==> config.mk <==
export PLATFORM = sky130hd
export DESIGN_NAME = i2c_master_xfer
export DESIGN_NICKNAME = d
export VERILOG_FILES = /design/src/rtl/i2c_pkg.sv /design/src/rtl/i2c_qtr_tick.sv /design/src/rtl/i2c_master_xfer.sv
export SDC_FILE = /design/constraint.sdc
export NUM_CORES = 1
export LEC_CHECK = 0
export CORE_MARGIN = 2
export CORE_UTILIZATION = 57
export CTS_CLUSTER_DIAMETER = 200
export DETAILED_ROUTE_END_ITERATION = 10
export PLACE_DENSITY = 0.85
export SYNTH_ARGS = -nofsm -noshare
export SYNTH_HDL_FRONTEND = slang
export SYNTH_SLANG_ARGS = --single-unit
==> constraint.sdc <==
create_clock -name clk -period 9 [get_ports clk]
set_input_delay 1.35 -clock clk [delete_from_list [all_inputs] [get_ports clk]]
set_output_delay 1.35 -clock clk [all_outputs]
set_load 0.1 [all_outputs]
==> src/rtl/i2c_pkg.sv <==
// Shared types and constants for the I2C transaction master.
package i2c_pkg;

  typedef enum logic [2:0] {
    IDLE  = 3'd0,
    START = 3'd1,
    ADDR  = 3'd2,
    ACK_A = 3'd3,
    WRITE = 3'd4,
    READ  = 3'd5,
    ACK_D = 3'd6,
    STOP  = 3'd7
  } i2c_state_t;

  typedef enum logic [1:0] {
    Q0 = 2'd0,
    Q1 = 2'd1,
    Q2 = 2'd2,
    Q3 = 2'd3
  } i2c_qtr_t;

  localparam logic I2C_ACK  = 1'b0;
  localparam logic I2C_NACK = 1'b1;

endpackage

==> src/rtl/i2c_qtr_tick.sv <==
// SCL quarter-period timebase; counts only while running and freezes on hold.
module i2c_qtr_tick #(
  parameter int unsigned CLK_DIV = 250
) (
  input  logic clk,
  input  logic reset,
  input  logic run,
  input  logic hold,
  output logic tick
);

  localparam int unsigned DIV_W = (CLK_DIV > 1) ? $clog2(CLK_DIV) : 1;
  localparam logic [DIV_W-1:0] CNT_MAX = DIV_W'(CLK_DIV - 1);

  logic [DIV_W-1:0] cnt;

  always_ff @(posedge clk) begin
    if (reset || !run) begin
      cnt <= '0;
    end else if (!hold) begin
      cnt <= (cnt == CNT_MAX) ? '0 : cnt + DIV_W'(1);
    end
  end

  assign tick = run && !hold && (cnt == CNT_MAX);

endmodule

==> src/rtl/i2c_master_xfer.sv <==
// I2C master running one START/addr/data/STOP transaction per request,
// with internal SCL timebase, clock-stretch support and open-drain controls.
module i2c_master_xfer
  import i2c_pkg::*;
#(
  parameter  int unsigned CLK_DIV   = 250,
  parameter  int unsigned MAX_BYTES = 4,
  localparam int unsigned CNT_W     = $clog2(MAX_BYTES + 1),
  localparam int unsigned DATA_W    = 8 * MAX_BYTES
) (
  input  logic              clk,
  input  logic              reset,
  input  logic              start,
  input  logic              rw,
  input  logic [6:0]        addr,
  input  logic [CNT_W-1:0]  nbytes,
  input  logic [DATA_W-1:0] wdata,
  output logic [DATA_W-1:0] rdata,
  output logic              busy,
  output logic              done,
  output logic              nack,
  output logic              scl_oe,
  output logic              sda_oe,
  input  logic              scl_i,
  input  logic              sda_i
);

  i2c_state_t        state, state_n;
  i2c_qtr_t          qtr, qtr_n;
  logic [2:0]        bit_idx, bit_idx_n;
  logic [CNT_W-1:0]  byte_idx, byte_idx_n;
  logic [6:0]        addr_q, addr_n;
  logic              rw_q, rw_n;
  logic [CNT_W-1:0]  nbytes_q, nbytes_n;
  logic [DATA_W-1:0] wdata_q, wdata_n;
  logic [7:0]        rx_byte, rx_byte_n;
  logic [DATA_W-1:0] rdata_n;
  logic              busy_n, done_n, nack_n;
  logic              scl_oe_n, sda_oe_n;
  logic              q3_first, q3_first_n;
  logic              sda_smp, sda_smp_n;
  logic              smp_bit;
  logic              tick;
  logic              scl_hold;
  logic [7:0]        tx_byte;
  logic              last_byte;
  logic              master_ack;
  logic              lo_half;

  // A slave holding SCL low during the released phase stalls the timebase
  assign scl_hold = (qtr == Q2) && !scl_i;

  i2c_qtr_tick #(
    .CLK_DIV(CLK_DIV)
  ) u_qtr_tick (
    .clk   (clk),
    .reset (reset),
    .run   (busy),
    .hold  (scl_hold),
    .tick  (tick)
  );

  // SDA is captured on the first Q3 cycle; bypass keeps it valid when Q3 is one cycle
  assign smp_bit = q3_first ? sda_i : sda_smp;

  always_ff @(posedge clk) begin
    if (reset) begin
      state    <= IDLE;
      qtr      <= Q0;
      bit_idx  <= '0;
      byte_idx <= '0;
      addr_q   <= '0;
      rw_q     <= 1'b0;
      nbytes_q <= '0;
      wdata_q  <= '0;
      rx_byte  <= '0;
      rdata    <= '0;
      busy     <= 1'b0;
      done     <= 1'b0;
      nack     <= 1'b0;
      scl_oe   <= 1'b0;
      sda_oe   <= 1'b0;
      q3_first <= 1'b0;
      sda_smp  <= 1'b0;
    end else begin
      state    <= state_n;
      qtr      <= qtr_n;
      bit_idx  <= bit_idx_n;
      byte_idx <= byte_idx_n;
      addr_q   <= addr_n;
      rw_q     <= rw_n;
      nbytes_q <= nbytes_n;
      wdata_q  <= wdata_n;
      rx_byte  <= rx_byte_n;
      rdata    <= rdata_n;
      busy     <= busy_n;
      done     <= done_n;
      nack     <= nack_n;
      scl_oe   <= scl_oe_n;
      sda_oe   <= sda_oe_n;
      q3_first <= q3_first_n;
      sda_smp  <= sda_smp_n;
    end
  end

  always_comb begin
    state_n    = state;
    qtr_n      = qtr;
    bit_idx_n  = bit_idx;
    byte_idx_n = byte_idx;
    addr_n     = addr_q;
    rw_n       = rw_q;
    nbytes_n   = nbytes_q;
    wdata_n    = wdata_q;
    rx_byte_n  = rx_byte;
    rdata_n    = rdata;
    busy_n     = busy;
    done_n     = 1'b0;
    nack_n     = nack;
    q3_first_n = tick && (qtr == Q2);
    sda_smp_n  = smp_bit;
    tx_byte    = {addr_q, rw_q};
    last_byte  = 1'b0;
    master_ack = I2C_ACK;
    lo_half    = 1'b0;
    scl_oe_n   = 1'b0;
    sda_oe_n   = 1'b0;

    if (state == IDLE) begin
      if (start) begin
        state_n    = START;
        qtr_n      = Q0;
        bit_idx_n  = '0;
        byte_idx_n = '0;
        addr_n     = addr;
        rw_n       = rw;
        nbytes_n   = (nbytes > CNT_W'(MAX_BYTES)) ? CNT_W'(MAX_BYTES) : nbytes;
        wdata_n    = wdata;
        busy_n     = 1'b1;
        nack_n     = 1'b0;
      end
    end else if (tick) begin
      qtr_n = i2c_qtr_t'(qtr + 2'd1);
      // Bit-slot boundary: all state decisions happen at the end of Q3
      if (qtr == Q3) begin
        case (state)
          START: begin
            state_n   = ADDR;
            bit_idx_n = '0;
          end
          ADDR: begin
            if (bit_idx == 3'd7) state_n = ACK_A;
            else bit_idx_n = bit_idx + 3'd1;
          end
          ACK_A: begin
            bit_idx_n = '0;
            if (smp_bit == I2C_NACK) begin
              nack_n  = 1'b1;
              state_n = STOP;
            end else if (nbytes_q == '0) begin
              state_n = STOP;
            end else begin
              state_n = rw_q ? READ : WRITE;
            end
          end
          WRITE: begin
            if (bit_idx == 3'd7) state_n = ACK_D;
            else bit_idx_n = bit_idx + 3'd1;
          end
          READ: begin
            rx_byte_n = {rx_byte[6:0], smp_bit};
            if (bit_idx == 3'd7) begin
              for (int unsigned i = 0; i < MAX_BYTES; i++) begin
                if (CNT_W'(i) == byte_idx) rdata_n[8*i +: 8] = rx_byte_n;
              end
              state_n = ACK_D;
            end else begin
              bit_idx_n = bit_idx + 3'd1;
            end
          end
          ACK_D: begin
            bit_idx_n = '0;
            if (!rw_q && (smp_bit == I2C_NACK)) begin
              nack_n  = 1'b1;
              state_n = STOP;
            end else begin
              byte_idx_n = byte_idx + CNT_W'(1);
              if (byte_idx_n == nbytes_q) state_n = STOP;
              else state_n = rw_q ? READ : WRITE;
            end
          end
          STOP: begin
            state_n = IDLE;
            busy_n  = 1'b0;
            done_n  = 1'b1;
          end
          default: state_n = IDLE;
        endcase
      end
    end

    // Line drive follows the state/quarter being entered
    for (int unsigned i = 0; i < MAX_BYTES; i++) begin
      if ((state_n == WRITE) && (CNT_W'(i) == byte_idx_n)) tx_byte = wdata_q[8*i +: 8];
    end
    last_byte  = (byte_idx_n == CNT_W'(nbytes_q - CNT_W'(1)));
    master_ack = last_byte ? I2C_NACK : I2C_ACK;
    lo_half    = (qtr_n == Q0) || (qtr_n == Q1);

    case (state_n)
      START: sda_oe_n = 1'b1;
      ADDR, WRITE: begin
        scl_oe_n = lo_half;
        sda_oe_n = ~tx_byte[~bit_idx_n];
      end
      ACK_A, READ: scl_oe_n = lo_half;
      ACK_D: begin
        scl_oe_n = lo_half;
        sda_oe_n = rw_q && (master_ack == I2C_ACK);
      end
      STOP: begin
        scl_oe_n = (qtr_n == Q0);
        sda_oe_n = (qtr_n != Q3);
      end
      default: begin
        scl_oe_n = 1'b0;
        sda_oe_n = 1'b0;
      end
    endcase
  end

endmodule

=== Yosys cells after proc, flatten, opt, wreduce, memory -nomap -nowiden ===
Index checks and enable logic that the tools add are counted.

* Input port bits: 48
* Register bits: 108
* Output and inout port bits: 37
* Logic and storage cells: 156

* Bitwise gates (word level): 6
* Add/sub/neg operators: 5
* Reductions and logical operators: 39
* Magnitude comparators: 2
* Equal/unequal tests: 31
* Mux-type cells: 52

{| class="wikitable"
|+ Operators by type and width
! cell !! number
|-
| 3-bit two-way mux || 18
|-
| 8-bit two-way mux || 5
|-
| 6-bit AND reduction || 5
|-
| 3-bit == test (second input constant) || 9
|-
| 1-bit two-way mux || 16
|-
| 3-bit case mux with 5 select lines || 1
|-
| 2-bit two-way mux || 7
|-
| 2-bit by 3-bit == test with 1-bit output (first input constant) || 4
|-
| 3-bit by 2-bit == test with 1-bit output (second input constant) || 4
|-
| 3-bit logical NOT || 4
|-
| 1-bit logical AND || 10
|-
| 8-bit by 1-bit adder with 8-bit output (second input constant) || 1
|-
| 8-bit == test (second input constant) || 1
|-
| 4-bit AND reduction || 2
|-
| 3-bit by 1-bit adder with 3-bit output (second input constant) || 2
|-
| 1-bit by 3-bit == test with 1-bit output (first input constant) || 2
|-
| 3-bit by 1-bit == test with 1-bit output (second input constant) || 2
|-
| 3-bit == test || 2
|-
| 3-bit != test (second input constant) || 2
|-
| 3-bit case mux with 2 select lines || 1
|-
| 2-bit nonzero test || 3
|-
| 3-bit OR reduction || 2
|-
| 1-bit NOT || 5
|-
| 5-bit OR reduction || 1
|-
| 18 further kinds || 26
|}

=== Logic depth before layout (Yosys ltp) ===
* Depth after elaboration: 18
* Depth in mapped cells: 15
* Mapped depth without buffers: 12

=== By module ===
Synthesis repeated with hierarchy kept, for this count alone.

* Cells, all modules: 636
* Area total of the unflattened synthesis: 5183.7 µm²

{| class="wikitable"
|+ Modules (own cells, without submodules)
! module !! instances !! cells an instance !! seq. area each (µm²) !! area an instance (µm²)
|-
| i2c_master_xfer || 1 || 586 || 2001.9 || 4737.0
|-
| i2c_qtr_tick || 1 || 50 || 160.2 || 446.7
|}

=== Worst setup path after synthesis ===
Ideal clock, no wire load.

* Path kind: in2reg
* From: input port scl_i
* To: register sda_oe
* Arrival: 3.600 ns
* Required time: 8.907 ns
* Buffers on the path: 2
* Setup slack: 5.307 ns
* Setup time: 0.093 ns
* Cell stages on the path: 12
* Cell sequence: nand2b_1 buf_2 and4b_4 nand3_4 or4_4 and2_4 buf_6 a2111o_1 o2111ai_1 o31ai_1 a211o_1 o311ai_2

* Longest elaborated chain between the ends: 17
* Elaborated cells between the ends (all ways): 41
* Those cells by class: eq/ne: 10; mux: 16; bitwise: 3; reduce/logical: 12

{| class="wikitable"
|+ RTL lines
! element !! RTL line !! RTL
|-
| start, declared || i2c_master_xfer.sv:24 || <nowiki>input logic scl_i,</nowiki>
|-
| 1-bit logical NOT * || i2c_master_xfer.sv:51 || <nowiki>assign scl_hold = (qtr == Q2) && !scl_i;</nowiki>
|-
| 1-bit logical AND * || i2c_master_xfer.sv:51 ||
|-
| 1-bit logical NOT * || - ||
|-
| 1-bit logical AND * (2 in series) || i2c_qtr_tick.sv:25 || <nowiki>assign tick = run && !hold && (cnt == CNT_MAX);</nowiki>
|-
| 3-bit two-way mux || i2c_master_xfer.sv:142 || <nowiki>end else if (tick) begin</nowiki>
|-
| 3-bit two-way mux || i2c_master_xfer.sv:129 || <nowiki>if (state == IDLE) begin</nowiki>
|-
| 3-bit == test / 3-bit logical NOT (equally long branches) || i2c_master_xfer.sv:204, i2c_master_xfer.sv:210 ||
|-
| 1-bit logical AND || i2c_master_xfer.sv:204 || <nowiki>if ((state_n == WRITE) && (CNT_W'(i) == byte_idx_n)) tx_byte = wdata_q[8*i +: 8];</nowiki>
|-
| 8-bit two-way mux (4 in series) || i2c_master_xfer.sv:204 ||
|-
| 1-bit binary-select mux with 3-bit select || i2c_master_xfer.sv:214 || <nowiki>sda_oe_n = ~tx_byte[~bit_idx_n];</nowiki>
|-
| 1-bit two-way mux (not written as such) || i2c_master_xfer.sv:214 ||
|-
| 1-bit NOT || i2c_master_xfer.sv:214 ||
|-
| 1-bit case mux with 4 select lines * || i2c_master_xfer.sv:210 || <nowiki>case (state_n)</nowiki>
|-
| end signal, assigned || i2c_master_xfer.sv:100 || <nowiki>sda_oe <= sda_oe_n;</nowiki>
|-
| end, declared || i2c_master_xfer.sv:23 || <nowiki>output logic sda_oe,</nowiki>
|}

Mark *: on every way between the ends. The rest lies on a longest branch, timed or not. The select of a mux whose other input is x is not followed.
A chain may end at the register's enable or synchronous reset.

=== Final worst setup path ===
* From: input port sda_i
* To: register sda_oe

* Longest elaborated chain between the ends: 17
* Elaborated cells between the ends (all ways): 39
* Those cells by class: eq/ne: 9; mux: 20; bitwise: 2; reduce/logical: 8

{| class="wikitable"
|+ RTL lines
! element !! RTL line !! RTL
|-
| start, declared || i2c_master_xfer.sv:25 || <nowiki>input logic sda_i</nowiki>
|-
| 1-bit two-way mux * || i2c_master_xfer.sv:64 || <nowiki>assign smp_bit = q3_first ? sda_i : sda_smp;</nowiki>
|-
| 1-bit logical AND || i2c_master_xfer.sv:183 || <nowiki>if (!rw_q && (smp_bit == I2C_NACK)) begin</nowiki>
|-
| 2-bit two-way mux / 3-bit two-way mux (equally long branches) || i2c_master_xfer.sv:183 ||
|-
| 3-bit case mux with 5 select lines / 3-bit two-way mux (equally long branches) || i2c_master_xfer.sv:146 || <nowiki>case (state)</nowiki>
|-
| 3-bit two-way mux || i2c_master_xfer.sv:145 || <nowiki>if (qtr == Q3) begin</nowiki>
|-
| 3-bit two-way mux || i2c_master_xfer.sv:142 ||
|-
| 3-bit two-way mux || i2c_master_xfer.sv:129 ||
|-
| 3-bit == test / 3-bit logical NOT (equally long branches) || i2c_master_xfer.sv:204, i2c_master_xfer.sv:210 ||
|-
| 1-bit logical AND || i2c_master_xfer.sv:204 ||
|-
| 8-bit two-way mux (4 in series) || i2c_master_xfer.sv:204 ||
|-
| 1-bit binary-select mux with 3-bit select || i2c_master_xfer.sv:214 ||
|-
| 1-bit two-way mux (not written as such) || i2c_master_xfer.sv:214 ||
|-
| 1-bit NOT || i2c_master_xfer.sv:214 ||
|-
| 1-bit case mux with 4 select lines * || i2c_master_xfer.sv:210 ||
|}

Marks and branches as above.

==> run metrics <==
Netlist Area Pre-Place=4972 um^2; final period demand of the worst path=4195 ps; per-cell routed wire length=15.17 um; maximum number of pins on one net before global-route repair=103; overall overflow remaining after global route=0; final hold violation count=0; r2r worst-path depth=11; non-filler cells in the finished layout=792; Rows=34; wire length of the first global-routing pass=19910 um; maximum buffer depth of the clock tree=2; placed insts=776; DRT Pass-1 Iters=5; type of the worst min-delay path=register to register; number of flops mapped to enable cells by yosys=0; setup TNS=0 ps; cts repair resizes=0; postcts setup bufs=0; power density of the placed cells=153.5 nW/um^2; Tcrit/Tclk final=46.61%; hold_ws=457.3 ps; Synth Instances=616; detailed placer's ending HPWL=8572 um; Post-synth top flop=dfxtp_1; clock latency reported for the late side of the worst-skew pair=370 ps; Global Route Usage Sum=25.19%; CP Data Arrival Time=4470 ps; CTS HTree Levels=3; Critical Path Sink Type=register; Chip Width=97.40 um; run status=complete, no violations; final setup violating endpoints=0; cell types with the highest counts after synthesis=169 x nand2_1, 108 x dfxtp_1, 81 x a21oi_1, 38 x nor2_1, 28 x clkbuf_1; gpl congestion=0.9117; Worst EP required=9270 ps; area share of the largest cell type after synthesis=43.48%; final core utilization=70.18%; Max FO, Critical Path=9; cell type with the largest total area after synthesis=dfxtp_1; total number of nets in the final design=739; most area-consuming cells after synthesis=dfxtp_1 43%, nand2_1 13%, a21oi_1 8.2%; number of warnings printed during yosys synthesis=0; Leakage Power=2.155 nW; Mapped Nets=676; transition time at the pin with the least slew margin=1218 ps; dominant cell by count in the synthesized netlist=nand2_1; worst vdd ir=0.08980 mV; number of nets with antenna violations after routing=0; Area growth, synth to finish=21.29%; count of cell types in the netlist=60; placeable core region=8593 um^2; number of inserted diodes=0; number of buffers created by CTS=9; TritonCTS clock tree=built; register bit count reported by yosys=108; setup repair after global routing missed its margin=no; quantity of hold-fixing buffers added after cts=0; Port Buf Inserts=84; clk sink count=108; hold depth=2; via count of the first global-routing pass=4340; average via count per standard cell=5.673; Worst setup SP type=input port; async set-or-reset flop fraction in the synthesized netlist=0%; routed vias=4493; Max Clock Freq=0.2384 GHz; Iteration-0 DRC Markers=225; Final Max Slew Viols=0; residual DRC count=0; Worst Clk Skew=12.65 ps; IO Pins=85; fraction of layout cells with a size suffix above 1=5.556%; clock transition time at the flip-flop clock pins of the worst setup and hold paths=100 ps; critical setup path kind=input port to register; register area share after synthesis=43.48%; Avg Synthesized Cell Area=8.072 um^2; Clk Tree Root Cell=clkbuf_8; Die H=97.40 um; antenna violations before repair=0; Initial Util=57.86%; area enclosed by the die boundary=9487 um^2; number of max-cap violations=0; worst relative slew slack=18.57%; Routed Wire Length=12020 um
-- stage by stage --
stage | setup slack, ps | instance area (um^2) | total power (W)
floorplan | 5307 | 4972 | 0.0005882
detailed placement | 4524 | 5823 | 0.0006294
finish | 4805 | 6031 | 0.0009260
global placement | 4638 | 5823 | 0.0006256
global route | 4599 | 6031 | 0.0009604
CTS | 4885 | 6031 | 0.0009308
-- routing by layer --
metal	wire (um)	share of wire (%)	global-route usage, %
met1	5261	44	32.30
met2	5934	49	42.97
met3	611	5.1	3.957
met4	210	1.7	9.188
met5	0	0	0
-- cells by family (layout without fill, tap and decap cells) --
family	count (synthesis)	in the layout	synth area share, %
compound gates	129	129	16.33
xor+xnor	14	14	2.466
fa+ha+maj	12	12	3.020
buf+inv	47	115	3.900
flops	108	108	43.48
mux	23	23	4.731
simple gates	283	283	26.07
-- area by class of cell --
type,count,area [um^2]
Multi-Input combinational cell,461,2623
Fill cell,706,2562
Sequential cell,108,2162
Timing Repair Buffer,87,858.3
Clock buffer,10,137.6
Tap cell,108,135.1
Clock inverter,6,70.07
Inverter,12,45.04
-- where the power goes --
group          leakage (nW)  switching, W  internal [W]
clock                 0.107      0.000168      0.000139
combinational          1.17     0.0000638     0.0000458
sequential            0.877     0.0000153      0.000495
-- state kept, by name (all words and copies together) (netlist names), 3 cells and up --
register / cells
addr_q: 7
bit_idx: 3
byte_idx: 3
nbytes_q: 3
rdata: 32
rx_byte: 7
state: 3
u_qtr_tick.cnt: 8
wdata_q: 32
-- critical path, stage by stage --
cell             delay [ps]
clkdlybuf4s50_1         410
mux2i_1                 700
a31oi_1                 180
o2111a_1                290
nor4_1                  180
a21oi_1                 160
a211oi_2                470
o221ai_1                210
a21oi_1                 150
a211oi_1                 70
o311ai_2                280
-- cell usage in the layout (no fill, tap or decap), types with 2 or more instances in the layout --
master           netlist  final
nand2_1              169    169
dfxtp_1              108    108
clkdlybuf4s50_1        0     83
a21oi_1               81     81
nor2_1                38     38
mux2i_1               19     19
inv_1                 12     12
ha_1                  12     12
nand3_1               11     11
and2_1                11     11
clkbuf_8               0     10
nand2b_1               9      9
o21ai_0                8      8
xnor2_1                8      8
a211oi_1               7      7
xor2_1                 6      6
nand4_1                5      5
nor4_1                 5      5
nor2b_1                5      5
mux2_2                 4      4
nand3b_1               4      4
a31oi_1                4      4
nor3_1                 4      4
or3_1                  3      3
nand4b_1               3      3
o311ai_0               3      3
a21o_1                 3      3
buf_4                  1      3
a32oi_1                2      2
a2111oi_0              2      2
a22oi_1                2      2
o221ai_1               2      2
o31ai_1                2      2
nor3b_1                2      2
or2_2                  2      2
a211o_1                2      2
inv_6                  0      2
clkinv_4               0      2
-- path summary, 6_finish.rpt --
check                              start  endpoint  slack (ps)
worst max-delay path               sda_i    sda_oe        4800
worst min-delay path            rdata[1]  rdata[1]         460
worst max register to register  state[0]    sda_oe        5440
worst min register to register  rdata[1]  rdata[1]         460
No activity file was read; power rests on OpenSTA's default activity.
